==> config.mk <==
export PLATFORM = sky130hd
export DESIGN_NAME = cascade_lake_sched
export DESIGN_NICKNAME = d
export VERILOG_FILES = /design/src/rtl/cascade_lake_sched.sv
export SDC_FILE = /design/constraint.sdc
export NUM_CORES = 1
export LEC_CHECK = 0
export BUFFER_PORTS_ARGS = -buffer_cell sky130_fd_sc_hd__buf_2
export CAP_MARGIN = 25
export CORE_UTILIZATION = 28
export CTS_BUF_LIST = sky130_fd_sc_hd__clkbuf_8
export CTS_CLUSTER_DIAMETER = 200
export DETAILED_ROUTE_END_ITERATION = 7
export GPL_ROUTABILITY_DRIVEN = 0
export SYNTH_ARGS = -nofsm -noshare
export SYNTH_HDL_FRONTEND = slang
export SYNTH_SLANG_ARGS = --single-unit
==> constraint.sdc <==
create_clock -name clk -period 4.2 [get_ports clk]
set_input_delay 0.21 -clock clk [delete_from_list [all_inputs] [get_ports clk]]
set_output_delay 0.21 -clock clk [all_outputs]
set_load 0.02 [all_outputs]
==> src/rtl/cascade_lake_sched.sv <==
// cascade_lake_sched
//   Frame scheduler for the cascaded 3x3 stencil pipeline. On an accepted
//   start it strobes in_input_read_valid for W*H cycles in raster order and
//   tracks col/row. It raises out_output_write_en only for pixels whose full
//   cascaded stencil window is valid. It then drains the pipeline latency and
//   pulses done.
// Ports
//   clk, reset          : clock, synchronous active-high reset
//   start, cfg_w, cfg_h : frame request and size (sampled in IDLE only)
//   busy, cfg_err       : frame in flight / rejected-config pulse
//   in_input_read_valid : pixel consumed from source this cycle
//   col, row            : coordinates of the pixel read this cycle
//   out_output_write_en : pipeline output carries a valid result
//   done, frame_cnt     : frame-complete pulse, completed-frame counter
module cascade_lake_sched #(
   parameter int KW       = 3,
   parameter int NSTAGE   = 2,
   parameter int PIPE_LAT = 1,
   parameter int CW       = 16
) (
   input  logic          clk,
   input  logic          reset,
   input  logic          start,
   input  logic [CW-1:0] cfg_w,
   input  logic [CW-1:0] cfg_h,
   output logic          busy,
   output logic          cfg_err,
   output logic          in_input_read_valid,
   output logic [CW-1:0] col,
   output logic [CW-1:0] row,
   output logic          out_output_write_en,
   output logic          done,
   output logic [CW-1:0] frame_cnt
);
   localparam int MARGIN = NSTAGE * (KW - 1);
   localparam int DW     = (PIPE_LAT > 1) ? $clog2(PIPE_LAT) : 1;
   localparam logic [CW-1:0] MARG = CW'(MARGIN);

   typedef enum logic [1:0] {IDLE, STREAM, DRAIN} state_t;

   state_t              state_q, state_d;
   logic [CW-1:0]       w_q, w_d, h_q, h_d;
   logic [CW-1:0]       col_q, col_d, row_q, row_d, fcnt_q, fcnt_d;
   logic                busy_q, busy_d, err_q, err_d, rv_q, rv_d, done_q, done_d;
   logic [DW-1:0]       dcnt_q, dcnt_d;
   logic [PIPE_LAT-1:0] vld_pipe_q, vld_pipe_d;
   logic                region;
   logic                last_col, last_px;

   // Region bit is formed from the registered read coordinates, so the
   // delay line output lines up with the pipeline output PIPE_LAT later.
   assign region   = rv_q && (col_q >= MARG) && (row_q >= MARG);
   assign last_col = (col_q == w_q - CW'(1));
   assign last_px  = last_col && (row_q == h_q - CW'(1));

   always_comb begin
      state_d    = state_q;
      w_d        = w_q;
      h_d        = h_q;
      col_d      = col_q;
      row_d      = row_q;
      fcnt_d     = fcnt_q;
      busy_d     = busy_q;
      dcnt_d     = dcnt_q;
      err_d      = 1'b0;
      rv_d       = 1'b0;
      done_d     = 1'b0;
      vld_pipe_d = vld_pipe_q;
      vld_pipe_d[0] = region;
      for (int i = 1; i < PIPE_LAT; i++) vld_pipe_d[i] = vld_pipe_q[i-1];

      case (state_q)
         IDLE: begin
            if (start) begin
               if (cfg_w > MARG && cfg_h > MARG) begin
                  w_d     = cfg_w;
                  h_d     = cfg_h;
                  col_d   = '0;
                  row_d   = '0;
                  rv_d    = 1'b1;
                  busy_d  = 1'b1;
                  state_d = STREAM;
               end else begin
                  err_d = 1'b1;
               end
            end
         end
         STREAM: begin
            // End of frame comes from the terminal col/row pair; the area
            // W*H is never formed.
            if (last_px) begin
               dcnt_d  = '0;
               state_d = DRAIN;
            end else begin
               rv_d = 1'b1;
               if (last_col) begin
                  col_d = '0;
                  row_d = row_q + CW'(1);
               end else begin
                  col_d = col_q + CW'(1);
               end
            end
         end
         DRAIN: begin
            if (dcnt_q == DW'(PIPE_LAT - 1)) begin
               done_d  = 1'b1;
               busy_d  = 1'b0;
               fcnt_d  = fcnt_q + CW'(1);
               state_d = IDLE;
            end else begin
               dcnt_d = dcnt_q + DW'(1);
            end
         end
         default: state_d = IDLE;
      endcase
   end

   always_ff @(posedge clk) begin
      if (reset) begin
         state_q    <= IDLE;
         w_q        <= '0;
         h_q        <= '0;
         col_q      <= '0;
         row_q      <= '0;
         fcnt_q     <= '0;
         busy_q     <= 1'b0;
         err_q      <= 1'b0;
         rv_q       <= 1'b0;
         done_q     <= 1'b0;
         dcnt_q     <= '0;
         vld_pipe_q <= '0;
      end else begin
         state_q    <= state_d;
         w_q        <= w_d;
         h_q        <= h_d;
         col_q      <= col_d;
         row_q      <= row_d;
         fcnt_q     <= fcnt_d;
         busy_q     <= busy_d;
         err_q      <= err_d;
         rv_q       <= rv_d;
         done_q     <= done_d;
         dcnt_q     <= dcnt_d;
         vld_pipe_q <= vld_pipe_d;
      end
   end

   assign busy                = busy_q;
   assign cfg_err             = err_q;
   assign in_input_read_valid = rv_q;
   assign col                 = col_q;
   assign row                 = row_q;
   assign out_output_write_en = vld_pipe_q[PIPE_LAT-1];
   assign done                = done_q;
   assign frame_cnt           = fcnt_q;
endmodule

# Word level (Yosys, flattened, before mapping)
# Cells that the tools add are included.
dict set report op_classes {
  n_addsub 6
  n_lt_le_gt_ge 4
  eq_ne 10
  muxes 26
  bitwise_logic 4
  reduce_logical 17
}
# op n
set op_table {}
lappend op_table {{$mux 16} 6}
lappend op_table {{$pmux 16 s2} 2}
lappend op_table {{$add 16x1->16 const B} 3}
lappend op_table {{$eq 16x16->1} 2}
lappend op_table {{$ge 16x3->1 const B} 2}
lappend op_table {{$gt 16x3->1 const B} 2}
lappend op_table {{$sub 16x1->16 const B} 2}
lappend op_table {{$ne 2x2->1 const B} 6}
lappend op_table {{$reduce_and 4->1} 3}
lappend op_table {{$mux 1} 10}
lappend op_table {{$mux 2} 4}
lappend op_table {{$pmux 1 s2} 3}
lappend op_table {{$pmux 2 s3} 1}
lappend op_table {{$reduce_bool 2->1} 3}
lappend op_table {{$reduce_and 5->1} 1}
lappend op_table {{$logic_and 1x1->1} 4}
lappend op_table {{$not 1->1} 4}
lappend op_table {{$reduce_and 2->1} 2}
lappend op_table {{$reduce_and 3->1} 1}
lappend op_table {{$reduce_or 3->1} 1}
lappend op_table {{$eq 2x1->1 const B} 1}
lappend op_table {{$eq 2x2->1 const B} 1}
lappend op_table {{$logic_not 2->1} 1}
lappend op_table {{$reduce_or 2->1} 1}
lappend op_table {{$add 1x1->1 const B} 1}
dict set report totals {
  register_bits 88
  out_inout_bits 53
}

# Logic depth before layout (Yosys ltp)
dict set report logic_depth {
  depth_word 5
  mapped_depth 14
  mapped_depth_nobuf 11
}

# Worst setup path before layout
# OpenSTA, ideal clock, no wires.
dict set report synth_path {
  path_type {register to register}
  from {register w_q[0]}
  to {register row_q[5] (netlist: row[5])}
  arrival_time_ps 3301
  setup_slack_ps 840
  stages_incl_launch_ff 14
  path_buffers 2
  synth_period_minus_slack_ps 3360
  cell_sequence {dfxtp_1 inv_1 ha_1 or4b_1 buf_2 o31a_1 or4_4 a211oi_2 nor4b_4 a31o_4 nand2_4 buf_6 or4_1 nand2_1}
}
dict set report synth_via {
  elab_chain_len 5
  elab_cells_between_ends 6
  classes_between {1 x add/sub; 3 x eq/ne; 2 x reduce/logical}
}
# element line
set synth_rtl {}
lappend synth_rtl {{start, declared} 42} ;# logic [CW-1:0] w_q, w_d, h_q, h_d;
lappend synth_rtl {{start signal, assigned} 134} ;# w_q <= w_d;
lappend synth_rtl {{$sub 16x1->16 *} 53} ;# assign last_col = (col_q == w_q - CW'(1));
lappend synth_rtl {{$eq 16x16->1 *} 53}
lappend synth_rtl {{$logic_and 1x1->1} 54} ;# assign last_px = last_col && (row_q == h_q - CW'(1));
lappend synth_rtl {{$ne 2x2->1 (no line)} n/a}
lappend synth_rtl {{$reduce_and 5->1 (no line) *} n/a}
lappend synth_rtl {{end signal, assigned} 137} ;# row_q <= row_d;
lappend synth_rtl {{end, declared} 43} ;# logic [CW-1:0] col_q, col_d, row_q, row_d, fcnt_q, fcnt_d;
# Mark *: on every way between the ends. The rest lies on a longest branch, timed or not.
# A chain may end at the register's enable or synchronous reset.

# Worst setup path in the final report
dict set report layout_path {
  from {register w_q[0]}
  to {register col_q[7] (netlist: col[7])}
}
dict set report layout_via {
  elab_chain_len 5
  elab_cells_between_ends 8
  classes_between {1 x add/sub; 2 x eq/ne; 3 x mux; 2 x reduce/logical}
}
# element line
set layout_rtl {}
lappend layout_rtl {{$sub 16x1->16 *} 53}
lappend layout_rtl {{$eq 16x16->1 *} 53}
lappend layout_rtl {{$mux 16 or $logic_and 1x1->1 (tied branches)} {96, 54}}
lappend layout_rtl {{$mux 16 or $ne 2x2->1 (tied branches)} n/a}
lappend layout_rtl {{$pmux 16 s2 or $reduce_and 4->1 (tied branches)} n/a}
lappend layout_rtl {{end signal, assigned} 136} ;# col_q <= col_d;
lappend layout_rtl {{end, declared} 43}
# Mark *: on every way between the ends. The rest lies on a longest branch, timed or not. The select of a mux whose other input is x is not followed.

==> implementation parameters <==
Parameter                              Value

Final layout
  Net total in the final layout    696
  Final Non-Filler Cells    between 800 and 900
  Count of antenna diodes in the layout    0
  Layout filler cell count    roughly 1800
  Register Area    around 1700 µm²
  Area growth from synthesis to layout    17.59%
  Proportion of layout cells with a drive suffix above 1    18.36%
  Area used by multi-input combinational logic    2975 µm²

Power and ir drop
  P_int    1.319 mW
  Part of the total power dissipated in sequential elements    between 40 and 50%
  Power density of the placed cells    roughly 320 nW/µm²
  Leakage component of the power    around 2.3 nW
  Maximum VDD drop    ~0.20 mV
  Power share of the clock group    36.5%
  Power spent charging and discharging nets    518.0 µW
  Combinational share of power    between 10% and 20%
  Switching fraction of total power    between 20% and 30%

STA
  Setup repair after global routing missed its margin    no
  Final setup slack of the worst path    approximately 0.47 ns
  Final Slew Violations    0
  Worst Tran Pin Value    approximately 0.8 ns
  Post-route minimum period    roughly 3.7 ns
  Clk_skew    0.01723 ns
  Setup TNS    0 ns
  Slew Limit Headroom    46.49%
  Final Hold Fails    0
  Post-route clock period utilization    approximately nine tenths
  Final setup fails    0
  Upper clock frequency limit    between 0.2 and 0.3 GHz

Placed design
  Count of buffers inserted at the top-level ports    87
  Post-detail-place hpwl    slightly above 10000 µm
  Number of instances in the placed design    between 800 and 900
  Worst slack at placement    0.4429 ns

Synthesis
  Average footprint of a synthesized cell    8.411 µm²
  Post-Syn Area    slightly below 5000 µm²
  Cell count after synthesis    580
  Dominant synthesized flop cell    sky130_fd_sc_hd__dfxtp_1
  Number of synthesized flops with an enable pin    0
  Share of synthesized cell area in full adder, half adder and majority cells    around 1.8%
  Leading cell types by total area after synthesis    sky130_fd_sc_hd__dfxtp_1 36%, sky130_fd_sc_hd__mux2i_1 7.4%, sky130_fd_sc_hd__nor2_1 6.5%
  Cell accounting for the most synthesized area    sky130_fd_sc_hd__dfxtp_1
  Post-synthesis async set-or-reset flop share    0%
  Combinational family with the most area after synthesis    simple AND/OR/NAND/NOR gates
  Fraction of post-synthesis cell area in the top cell type by area    between 30 and 40%
  Mux cell area share after synthesis    under 10%
  Syn_nets    just over 600
  Unique masters post-synth    roughly 60
  Yosys warns    0
  Fraction of the mapped netlist area in compound gates    12.13%
  Simple-gate area share of the yosys netlist    29.47%
  Synthesized-area fraction occupied by xor and xnor cells    ~10%
  Yosys reg bits    87
  Sequential element share of the synthesized area    about 36%

Setup path
  Crit Path Max Fanout    27
  Required time worst endpoint    about 4.5 ns
  Critical path data arrival time    4.05 ns
  Source of the critical timing path    w_q[0]
  Worst Reg-to-Reg Cells    11
  Register-to-register setup slack    around 0.47 ns
  Nature of the critical path endpoint    register
  Crit Reg-Reg Startpoint    w_q[0]
  Sort of element at the start of the critical path    register
  FF-to-FF End    col[7]
  Critical setup path kind    register to register

Die
  Boundary Pins    ~90
  Placement Rows    47
  Core region area    approximately 17000 µm²
  Overall die width    134.0 µm
  Effective utilization at floorplan    between 20% and 30%
  Total die area    approximately 18000 µm²
  Chip Height    134.0 µm

Drt
  Detail-routed via count per cell    5.121
  DR pass1 iterations    4
  Detailed-route via count    between 4000 and 5000
  Routed wire length    roughly 14000 µm
  Detailed Route Iter0 Violations    266
  Post-route DRC    0
  Wire per inst    about 16 µm
  Final ANT Viol Nets    0

CTS
  TritonCTS Sinks    87
  Clock slew at the register clock pins of the worst setup and hold paths    roughly 0.10 ns
  CTS root buffer    sky130_fd_sc_hd__clkbuf_8
  Clock tree from TritonCTS    yes
  Number of cells upsized or downsized after cts    0
  Maximum buffer depth of the clock tree    2
  CTS buffer count    9
  Maximum level of the CTS H-tree    3
  Hold Buf Count CTS    0
  Latest clock arrival within the worst-skew pair    0.38 ns
  Count of buffers added by post-CTS timing repair for setup    0

Hold path
  End point of the most critical hold path    w_q[2]
  Path class of the lowest-slack min-delay path    input pin to register
  Worst Min Path Start    cfg_w[2]
  Worst hold path cell count    3

Run
  Number of maximum-capacitance violations    0

Global routing
  Via count of the first global-routing pass    approximately 4200
  Pin count of the biggest net entering global routing    40
  Global-route total usage across every layer    16.23%
  Wire length of the first global-routing pass    roughly 23000 µm
  Antenna violations before repair    0
  Final global-route overflow total    0

Outcome
  Run status    finished clean
registers in the layout, indices dropped and copies added (netlist names):
| name | cells |
|---|---|
| col | 16 |
| frame_cnt | 16 |
| h_q | 16 |
| row | 16 |
| w_q | 16 |
| state_q | 2 |
| busy | 1 |
| cfg_err | 1 |
| done | 1 |
| in_input_read_valid | 1 |
| out_output_write_en | 1 |
power by group through the flow:
| stage | Sequential [mW] | Clock, mW | Combinational, mW |
|---|---|---|---|
| floorplan | 0.894 | 0 | 0.217 |
| global placement | 0.904 | 0 | 0.280 |
| detailed placement | 0.904 | 0 | 0.282 |
| CTS | 0.885 | 0.695 | 0.283 |
| global route | 0.890 | 0.732 | 0.315 |
| finish | 0.885 | 0.670 | 0.282 |
layout make-up:
class | instances | area share [%]
multi-input combinational | 452 | 51.86
sequential | 87 | 30.36
timing repair buffer | 93 | 8.375
tap | 220 | 4.798
clock buffer | 10 | 2.399
clock inverter | 6 | 1.483
inverter | 11 | 0.7197
metal layers:
metal | global-route usage (%) | part of all wire [%] | wire [µm] | up-vias
met4 | 3.914 | 1.1 | 149 | 0
met1 | 21.97 | 49 | 6772 | 2121
met2 | 25.47 | 45 | 6326 | 107
met5 | 0 | 0 | 0 | -
met3 | 4.346 | 5.0 | 700 | 15
li1 | - | - | - | 2258
how the worst max path moves through the flow:
stage / to / depth (start not counted)
after global placement: col[5] / 11
after floorplan: row[5] / 13
after detailed placement: col[7] / 11
after CTS: col[7] / 11
after global routing: col[7] / 11
final: col[7] / 11
synth_stat cells (all sizes together) (2+ instances only):
cell and count:
dfxtp 87, nor2 86, mux2i 36, nand2 32, xor2 31, xnor2 25
nand3 24, a21oi 23, clkbuf 23, nor4 18, or4 18, o21ai 17
or3 16, and3 13, nand4 13, inv 11, o211ai 10, nor3 9
buf 7, ha 7, o31ai 7, nand4b 6, a31oi 5, nand3b 4
nor2b 4, o2111ai 4, a211oi 3, a22oi 3, and2 3, nand2b 3
nor3b 3, nor4b 3, or2 3, or4b 3, and4 2, o221ai 2
o2bb2ai 2, o31a 2
stage by stage:
| step | hold WS [ns] | util (%) | area (µm²) | power [mW] |
|---|---|---|---|---|
| 6_report | 0.07827 | 34.11 | 5737 | 1.837 |
| 5_1_grt | 0.05714 | 34.11 | 5737 | 1.938 |
| 4_1_cts | 0.05225 | 34.11 | 5737 | 1.863 |
| 3_5_place_dp | 0.4658 | 32.79 | 5514 | 1.186 |
| 3_3_place_gp | 0.4591 | 32.79 | 5514 | 1.184 |
| 2_1_floorplan | 0.3574 | - | 4878 | 1.111 |
worst max-delay path, stage by stage (launching register included):
cell and delay, ns:
sky130_fd_sc_hd__dfxtp_1 0.36, sky130_fd_sc_hd__inv_1 0.07, sky130_fd_sc_hd__ha_1 0.21, sky130_fd_sc_hd__or4b_1 0.57, sky130_fd_sc_hd__o31a_1 0.30, sky130_fd_sc_hd__or4_4 0.51, sky130_fd_sc_hd__a211oi_2 0.24, sky130_fd_sc_hd__nor4b_2 0.32
sky130_fd_sc_hd__nand3_1 0.22, sky130_fd_sc_hd__nand2_4 0.28, sky130_fd_sc_hd__nand2b_1 0.35, sky130_fd_sc_hd__a21oi_1 0.23
cells by family after synthesis:
| kind of cell | Yosys count |
|---|---|
| simple gates | 265 |
| compound gates | 88 |
| flops | 87 |
| xor+xnor | 56 |
| buf+inv | 41 |
| mux | 36 |
| fa+ha+maj | 7 |
cells in the final DEF (no fill, tap or decap), drive strengths merged, types with 13 or more instances in the layout:
cell type  synthesis  final
xnor2             25     25
a21oi             23     23
nand3             24     24
or3               16     16
dfxtp             87     87
or4               18     18
and3              13     13
nor2              86     86
nand2             32     32
nand4             13     13
mux2i             36     36
o21ai             17     17
nor4              18     18
xor2              31     31
buf                7     93
Note: power is estimated with default switching activity, not from simulation.
